### config.mk
export PLATFORM = sky130hd
export DESIGN_NAME = period_meter
export DESIGN_NICKNAME = d
export VERILOG_FILES = /design/src/rtl/period_meter.sv
export SDC_FILE = /design/constraint.sdc
export NUM_CORES = 1
export LEC_CHECK = 0
export ABC_AREA = 1
export BUFFER_PORTS_ARGS = -buffer_cell sky130_fd_sc_hd__buf_4
export CORE_UTILIZATION = 27
export DETAILED_ROUTE_END_ITERATION = 12
export SLEW_MARGIN = 25
export SYNTH_ARGS = -nofsm -noshare
export SYNTH_HDL_FRONTEND = slang
export SYNTH_SLANG_ARGS = --single-unit
### constraint.sdc
create_clock -name clk -period 1.7 [get_ports clk]
set_input_delay 0.425 -clock clk [delete_from_list [all_inputs] [get_ports clk]]
set_output_delay 0.425 -clock clk [all_outputs]
set_load 0.01 [all_outputs]
### src/rtl/period_meter.sv
// ---------------------------------------------------------------------------
// period_meter
//
// Recovers the period and high time of a slow square wave, counted in cycles
// of the fast system clock. This is the receiving end of a clock divider:
// the divider turns a cycle count into a toggling signal, and this block
// turns the toggling signal back into a cycle count. It lives entirely in
// the clk domain; sig_in is synchronized internally.
//
// Ports
//   clk         in   1      system clock, all logic on posedge
//   rst         in   1      synchronous, active-high reset
//   sig_in      in   1      asynchronous square wave to measure
//   enable      in   1      1 = measure, 0 = idle
//   period      out  CNT_W  clk cycles between the last two rising edges
//   high_time   out  CNT_W  clk cycles sig_in was high in that period
//   meas_valid  out  1      one-cycle pulse when period/high_time update
//   timeout     out  1      level: no rising edge within TIMEOUT cycles
//   busy        out  1      1 while in the MEASURE state
//
// Handshake: meas_valid is a one-cycle, push-only strobe with no ready.
// period and high_time are valid in the cycle meas_valid is high and hold
// their value until the next strobe or reset.
// ---------------------------------------------------------------------------
module period_meter #(
  parameter int unsigned CNT_W   = 32,
  parameter int unsigned TIMEOUT = 100000000
) (
  input  logic             clk,
  input  logic             rst,
  input  logic             sig_in,
  input  logic             enable,
  output logic [CNT_W-1:0] period,
  output logic [CNT_W-1:0] high_time,
  output logic             meas_valid,
  output logic             timeout,
  output logic             busy
);

  typedef enum logic [1:0] {
    ST_IDLE    = 2'd0,
    ST_ARM     = 2'd1,
    ST_MEASURE = 2'd2
  } state_e;

  localparam logic [CNT_W-1:0] TIMEOUT_C = CNT_W'(TIMEOUT);
  localparam logic [CNT_W-1:0] ONE_C     = CNT_W'(1);

  // Synchronizer (s1, s2) plus one history flop (s3) for edge detection.
  logic s1_q, s2_q, s3_q;

  state_e           state_q,   state_d;
  logic [CNT_W-1:0] cnt_q,     cnt_d;
  logic [CNT_W-1:0] hi_cap_q,  hi_cap_d;
  logic             hi_seen_q, hi_seen_d;
  logic [CNT_W-1:0] period_q,  period_d;
  logic [CNT_W-1:0] high_q,    high_d;
  logic             valid_q,   valid_d;
  logic             timeout_q, timeout_d;

  logic rise, fall;

  assign rise = s2_q & ~s3_q;
  assign fall = ~s2_q & s3_q;

  always_comb begin
    state_d   = state_q;
    cnt_d     = cnt_q;
    hi_cap_d  = hi_cap_q;
    hi_seen_d = hi_seen_q;
    period_d  = period_q;
    high_d    = high_q;
    valid_d   = 1'b0;
    timeout_d = timeout_q;

    if (!enable) begin
      // Any partial measurement is thrown away; results and timeout hold.
      state_d   = ST_IDLE;
      cnt_d     = '0;
      hi_seen_d = 1'b0;
    end else begin
      case (state_q)
        ST_IDLE: begin
          cnt_d   = '0;
          state_d = ST_ARM;
        end

        ST_ARM: begin
          cnt_d = '0;
          // The first rise only opens a measurement window; the count
          // starts at 1 so that the next rise sees the full period.
          if (rise) begin
            state_d   = ST_MEASURE;
            cnt_d     = ONE_C;
            hi_seen_d = 1'b0;
          end
        end

        ST_MEASURE: begin
          // rise is checked before the timeout limit so that a period of
          // exactly TIMEOUT cycles still produces a measurement.
          if (rise) begin
            period_d  = cnt_q;
            high_d    = hi_cap_q;
            valid_d   = 1'b1;
            timeout_d = 1'b0;
            cnt_d     = ONE_C;
            hi_seen_d = 1'b0;
          end else if (cnt_q >= TIMEOUT_C) begin
            timeout_d = 1'b1;
            state_d   = ST_ARM;
            cnt_d     = '0;
          end else begin
            cnt_d = cnt_q + ONE_C;
            // Only the first fall after a rise marks the end of high time.
            if (fall && !hi_seen_q) begin
              hi_cap_d  = cnt_q;
              hi_seen_d = 1'b1;
            end
          end
        end

        default: begin
          state_d = ST_IDLE;
          cnt_d   = '0;
        end
      endcase
    end
  end

  always_ff @(posedge clk) begin
    if (rst) begin
      s1_q      <= 1'b0;
      s2_q      <= 1'b0;
      s3_q      <= 1'b0;
      state_q   <= ST_IDLE;
      cnt_q     <= '0;
      hi_cap_q  <= '0;
      hi_seen_q <= 1'b0;
      period_q  <= '0;
      high_q    <= '0;
      valid_q   <= 1'b0;
      timeout_q <= 1'b0;
    end else begin
      s1_q      <= sig_in;
      s2_q      <= s1_q;
      s3_q      <= s2_q;
      state_q   <= state_d;
      cnt_q     <= cnt_d;
      hi_cap_q  <= hi_cap_d;
      hi_seen_q <= hi_seen_d;
      period_q  <= period_d;
      high_q    <= high_d;
      valid_q   <= valid_d;
      timeout_q <= timeout_d;
    end
  end

  assign period     = period_q;
  assign high_time  = high_q;
  assign meas_valid = valid_q;
  assign timeout    = timeout_q;
  assign busy       = (state_q == ST_MEASURE);

endmodule

==> metrics.sh <==
SETUP_VIOL=0
CLOCK_SINKS=136
AVG_INST_SIZE_SYNTH_UM2=7.70
DETAIL_ROUTE.DRC_VIOLATIONS=0
MOST_COMMON_CELL_AFTER_LAYOUT_FILL_AND_TAPS_ASIDE='nor2_1'
TRITONCTS='done'
CRITICAL_PATH.SLOWEST_CELL='dfxtp_1'
FINAL_PERIOD_MINUS_WORST_SETUP_SLACK_PS=1660
CP_SLOWEST_STAGE_DELAY_PS=430
AREA_OCCUPIED_BY_MULTI_INPUT_GATES_UM2=2430
ANTENNADIODECOUNT=0
FINAL_MAX_SLEW_VIOL_COUNT=0
FINALWEIGHTEDCONGESTION=0.856
MOSTFREQUENTLAYOUTCELLS='153 x nor2_1, 124 x dfxtp_1, 107 x buf_4'
FIRST_GLOBAL_VIAS=4281
TNS_PS=0
WIRE_PER_INST_UM=13.0
DETAILROUTE.VIA_COUNT=4802
PATH_CLASS='flip-flop to flip-flop'
DATA_REQUIRED_CRITICAL_PATH_PS=2060
PIN_COUNT_OF_THE_BIGGEST_NET_ENTERING_GLOBAL_ROUTING=68
DIE_X_UM=144
CORE_REGION_AREA_UM2=19600
WORST_CLOCK_SKEW_PS=16.7
ARRIVAL_PS=2020
HOLD_VIOL=0
YOSYSUNIQUECELLTYPES=34
CRIT_PATH_END_KIND='flip-flop'
CTS_MAX_PATH_BUFFERS=2
HPWL_MM=9.28
REG2REGPATHDEPTH=9
NUMBER_OF_PLACED_I_O_PINS=71
MAX-CAP-VIOLATIONS=0
VDD_IR_DROP_MAX_mV=0.468
MIN_DELAY_WORST_ENDPOINT='s1_q'
DETAIL_ROUTE.VIAS_PER_CELL=4.38
ANTENNA_VIOLATING_NETS_POST_ROUTE=0
OUTCOME='finished, final reports clean'
PATH_MAX_FANOUT=7
CTS.CLK_SLEW.WORST_PATHS_PS=60
GRT_FIRST_PASS_WIRELENGTH_MM=21.3
MIN_PATH_TYPE='input pin to flip-flop'
CLOCK_ROOT_CELL='clkbuf_16'
MIN_FROM='sig_in'
DIE_HEIGHT_UM=144
FINALCRITPERIODSHARE_PCT=97.5
GRT_ANTENNA_BEFORE_REPAIR=0
WORST_R2R_STARTPOINT='cnt_q[15]'
ROWS=51
FINAL-SEQ-AREA_UM2=2740
MAX_SLEW_MARGIN_PCT=64.3
WORST_PATH_DOMINANT_CELL_FAMILY='simple AND/OR/NAND/NOR gates'
FULL_DIE_AREA_UM2=20700
CTS_HOLD_BUFFERS=0
NUMCTSBUFFERS=17
GRT_OVERFLOW=0
POSTSYNTHCELLCOUNT=706
WHS_PATH_DEPTH=3
CRITICAL_PATH_BUF_INV_COUNT=1
POST_ROUTE_CELLS_DRIVE_ABOVE_1_SHARE_PCT=26.6
HOLD_SLACK_PS=207
STARTING_UTILIZATION_OF_THE_CORE_AREA_PCT=27.8
WORSTSKEWPAIRLATENCY_PS=440
PIN_SLEW_WITH_THE_LEAST_HEADROOM_TO_ITS_LIMIT_PS=530
SEQUENTIAL_ELEMENT_SHARE_OF_THE_SYNTHESIZED_AREA_PCT=50.1
YS_WARN_COUNT=0
LAYOUT.NETS=829
PATH_CELLS='nand2_1 > nor2_1 > nand4_1 > nand2_2 > nand2_4 > clkbuf_16 > nand4_1 > nand2_1 > nor2_1'
GRT_SETUP_UNREPAIRED='true'
GLOBAL_ROUTE.USAGE.TOTAL_PCT=13.4
FILLERS=2010
DRT_WL_TOTAL_MM=14.3
SYNTH-SEQ-CELLS=136
WORST_SETUP_PATH_START_KIND='flip-flop'
AREAGROWTHSYNTHTOFINISH_PCT=37.2
POWER-PER-CELL-AREA_nW_PER_UM2=959
NUMBER_OF_DETAILED_ROUTE_ITERATIONS_IN_THE_FIRST_PASS=4
WORSTREG2REGEND='hi_cap_q[1]'
REG2REG_SLACK_PS=40
POWER_LEAKAGE_nW=3.22
ACHIEVABLE-FREQUENCY_GHz=0.603
DETAIL_ROUTE.ITER0.VIOLATIONS=349
NETLIST_AREA_BEFORE_PLACEMENT_UM2=5440
PORT-BUFFER-COUNT=70
HTREEDEPTH=4
==> power breakdown <==
group / switching [mW] / leakage [nW] / total [mW] / internal (mW)
registers: 0.00811 / 1.10 / 3.21 / 3.20
clock network: 1.52 / 0.290 / 3.75 / 2.23
logic: 0.116 / 1.82 / 0.189 / 0.0724
total: 1.64 / 3.22 / 7.15 / 5.51
==> worst max path at each step <==
| stage | start | depth (start not counted) | to | slack (ps) |
|---|---|---|---|---|
| 2_1_floorplan | state_q[0] | 8 | hi_cap_q[18] | 10 |
| 3_3_place_gp | cnt_q[31] | 12 | cnt_q[0] | 80 |
| 3_5_place_dp | state_q[0] | 9 | hi_cap_q[10] | 70 |
| 4_1_cts | state_q[0] | 4 | busy | 20 |
| 5_1_grt | cnt_q[29] | 11 | hi_cap_q[22] | -50 |
| 6_report | cnt_q[15] | 9 | hi_cap_q[1] | 40 |
==> registers in the layout, indices dropped and copies added, names as in the netlist <==
signal	count
hi_cap_q	32
cnt_q	32
s2_q	1
s1_q	1
state_q	2
meas_valid	1
high_time	32
hi_seen_q	1
s3_q	1
period	32
timeout	1
==> worst min-delay path, stage by stage <==
cell and delay (ps):
buf_4 70, inv_1 30, nor2_1 70
==> logic make-up (layout without fill, tap and decap cells) <==
| group | after synthesis | in the layout | share of synthesized area, % |
|---|---|---|---|
| XOR/XNOR | 17 | 17 | 2.74 |
| AND/OR/NAND/NOR | 337 | 338 | 27.4 |
| buffers and inverters | 95 | 216 | 7.59 |
| flip-flops | 136 | 136 | 50.1 |
| other | 1 | 5 | 0.0689 |
| AO/OA/AOI/OAI | 114 | 114 | 10.7 |
| adder cells (fa/ha/maj) | 6 | 6 | 1.38 |
==> per-stage QoR <==
step	instance area (um^2)	util, %	total power [mW]	setup slack, ps	instances
final	7460	38.1	7.15	42.6	1097
after floorplan	5450	-	3.39	10.4	710
after global placement	6520	33.3	3.44	82.7	1050
after detailed placement	6520	33.3	3.44	66.9	1050
after CTS	7150	36.5	7.18	16.2	1084
after global routing	7460	38.1	7.38	-47.6	1097
==> synthesized netlist by cell type, drive strengths merged <==
cell type	count	area (um^2)
or2	1	6.26
o21a	1	7.51
a21oi	37	185
xnor2	1	8.76
nand2	87	329
nor3	10	50.1
o21ai	71	355
nor2	179	741
nand3	22	123
dlygate4sd1	1	8.76
inv	59	221
o31ai	1	7.51
buf	15	108
clkbuf	20	75.1
conb	1	3.75
ha	6	75.1
a22oi	1	7.51
nor4	2	12.5
nand4	36	231
o21bai	1	7.51
xor2	16	140
dfxtp	136	2720
a31oi	2	12.5
==> what timing repair did <==
item                                    CTS  global route
resized for setup                         3            47
pin swaps                                 0            22
cloned                                    0             7
endpoints found under the hold margin     0             0
setup buffers                             2             7
endpoints found under the setup margin    1            67
==> area by class of cell <==
cell class	instances	area share, %
Sequential cell	136	36.7
Multi-Input combinational cell	480	32.6
Timing Repair Buffer	125	15.2
Clock buffer	18	5.89
Tap cell	265	4.44
Inverter	59	3.00
Clock inverter	14	2.21
==> metal layers <==
| layer | share of wire, % | routed length, um | global-route usage [%] | up-vias |
|---|---|---|---|---|
| met3 | 4.2 | 603 | 4.00 | 16 |
| met2 | 46 | 6630 | 20.3 | 89 |
| met4 | 1.2 | 174 | 4.93 | 0 |
| li1 | - | - | - | 2515 |
| met5 | 0 | 0 | 0 | - |
| met1 | 48 | 6880 | 17.9 | 2182 |
No activity file was read; power rests on OpenSTA's default activity.
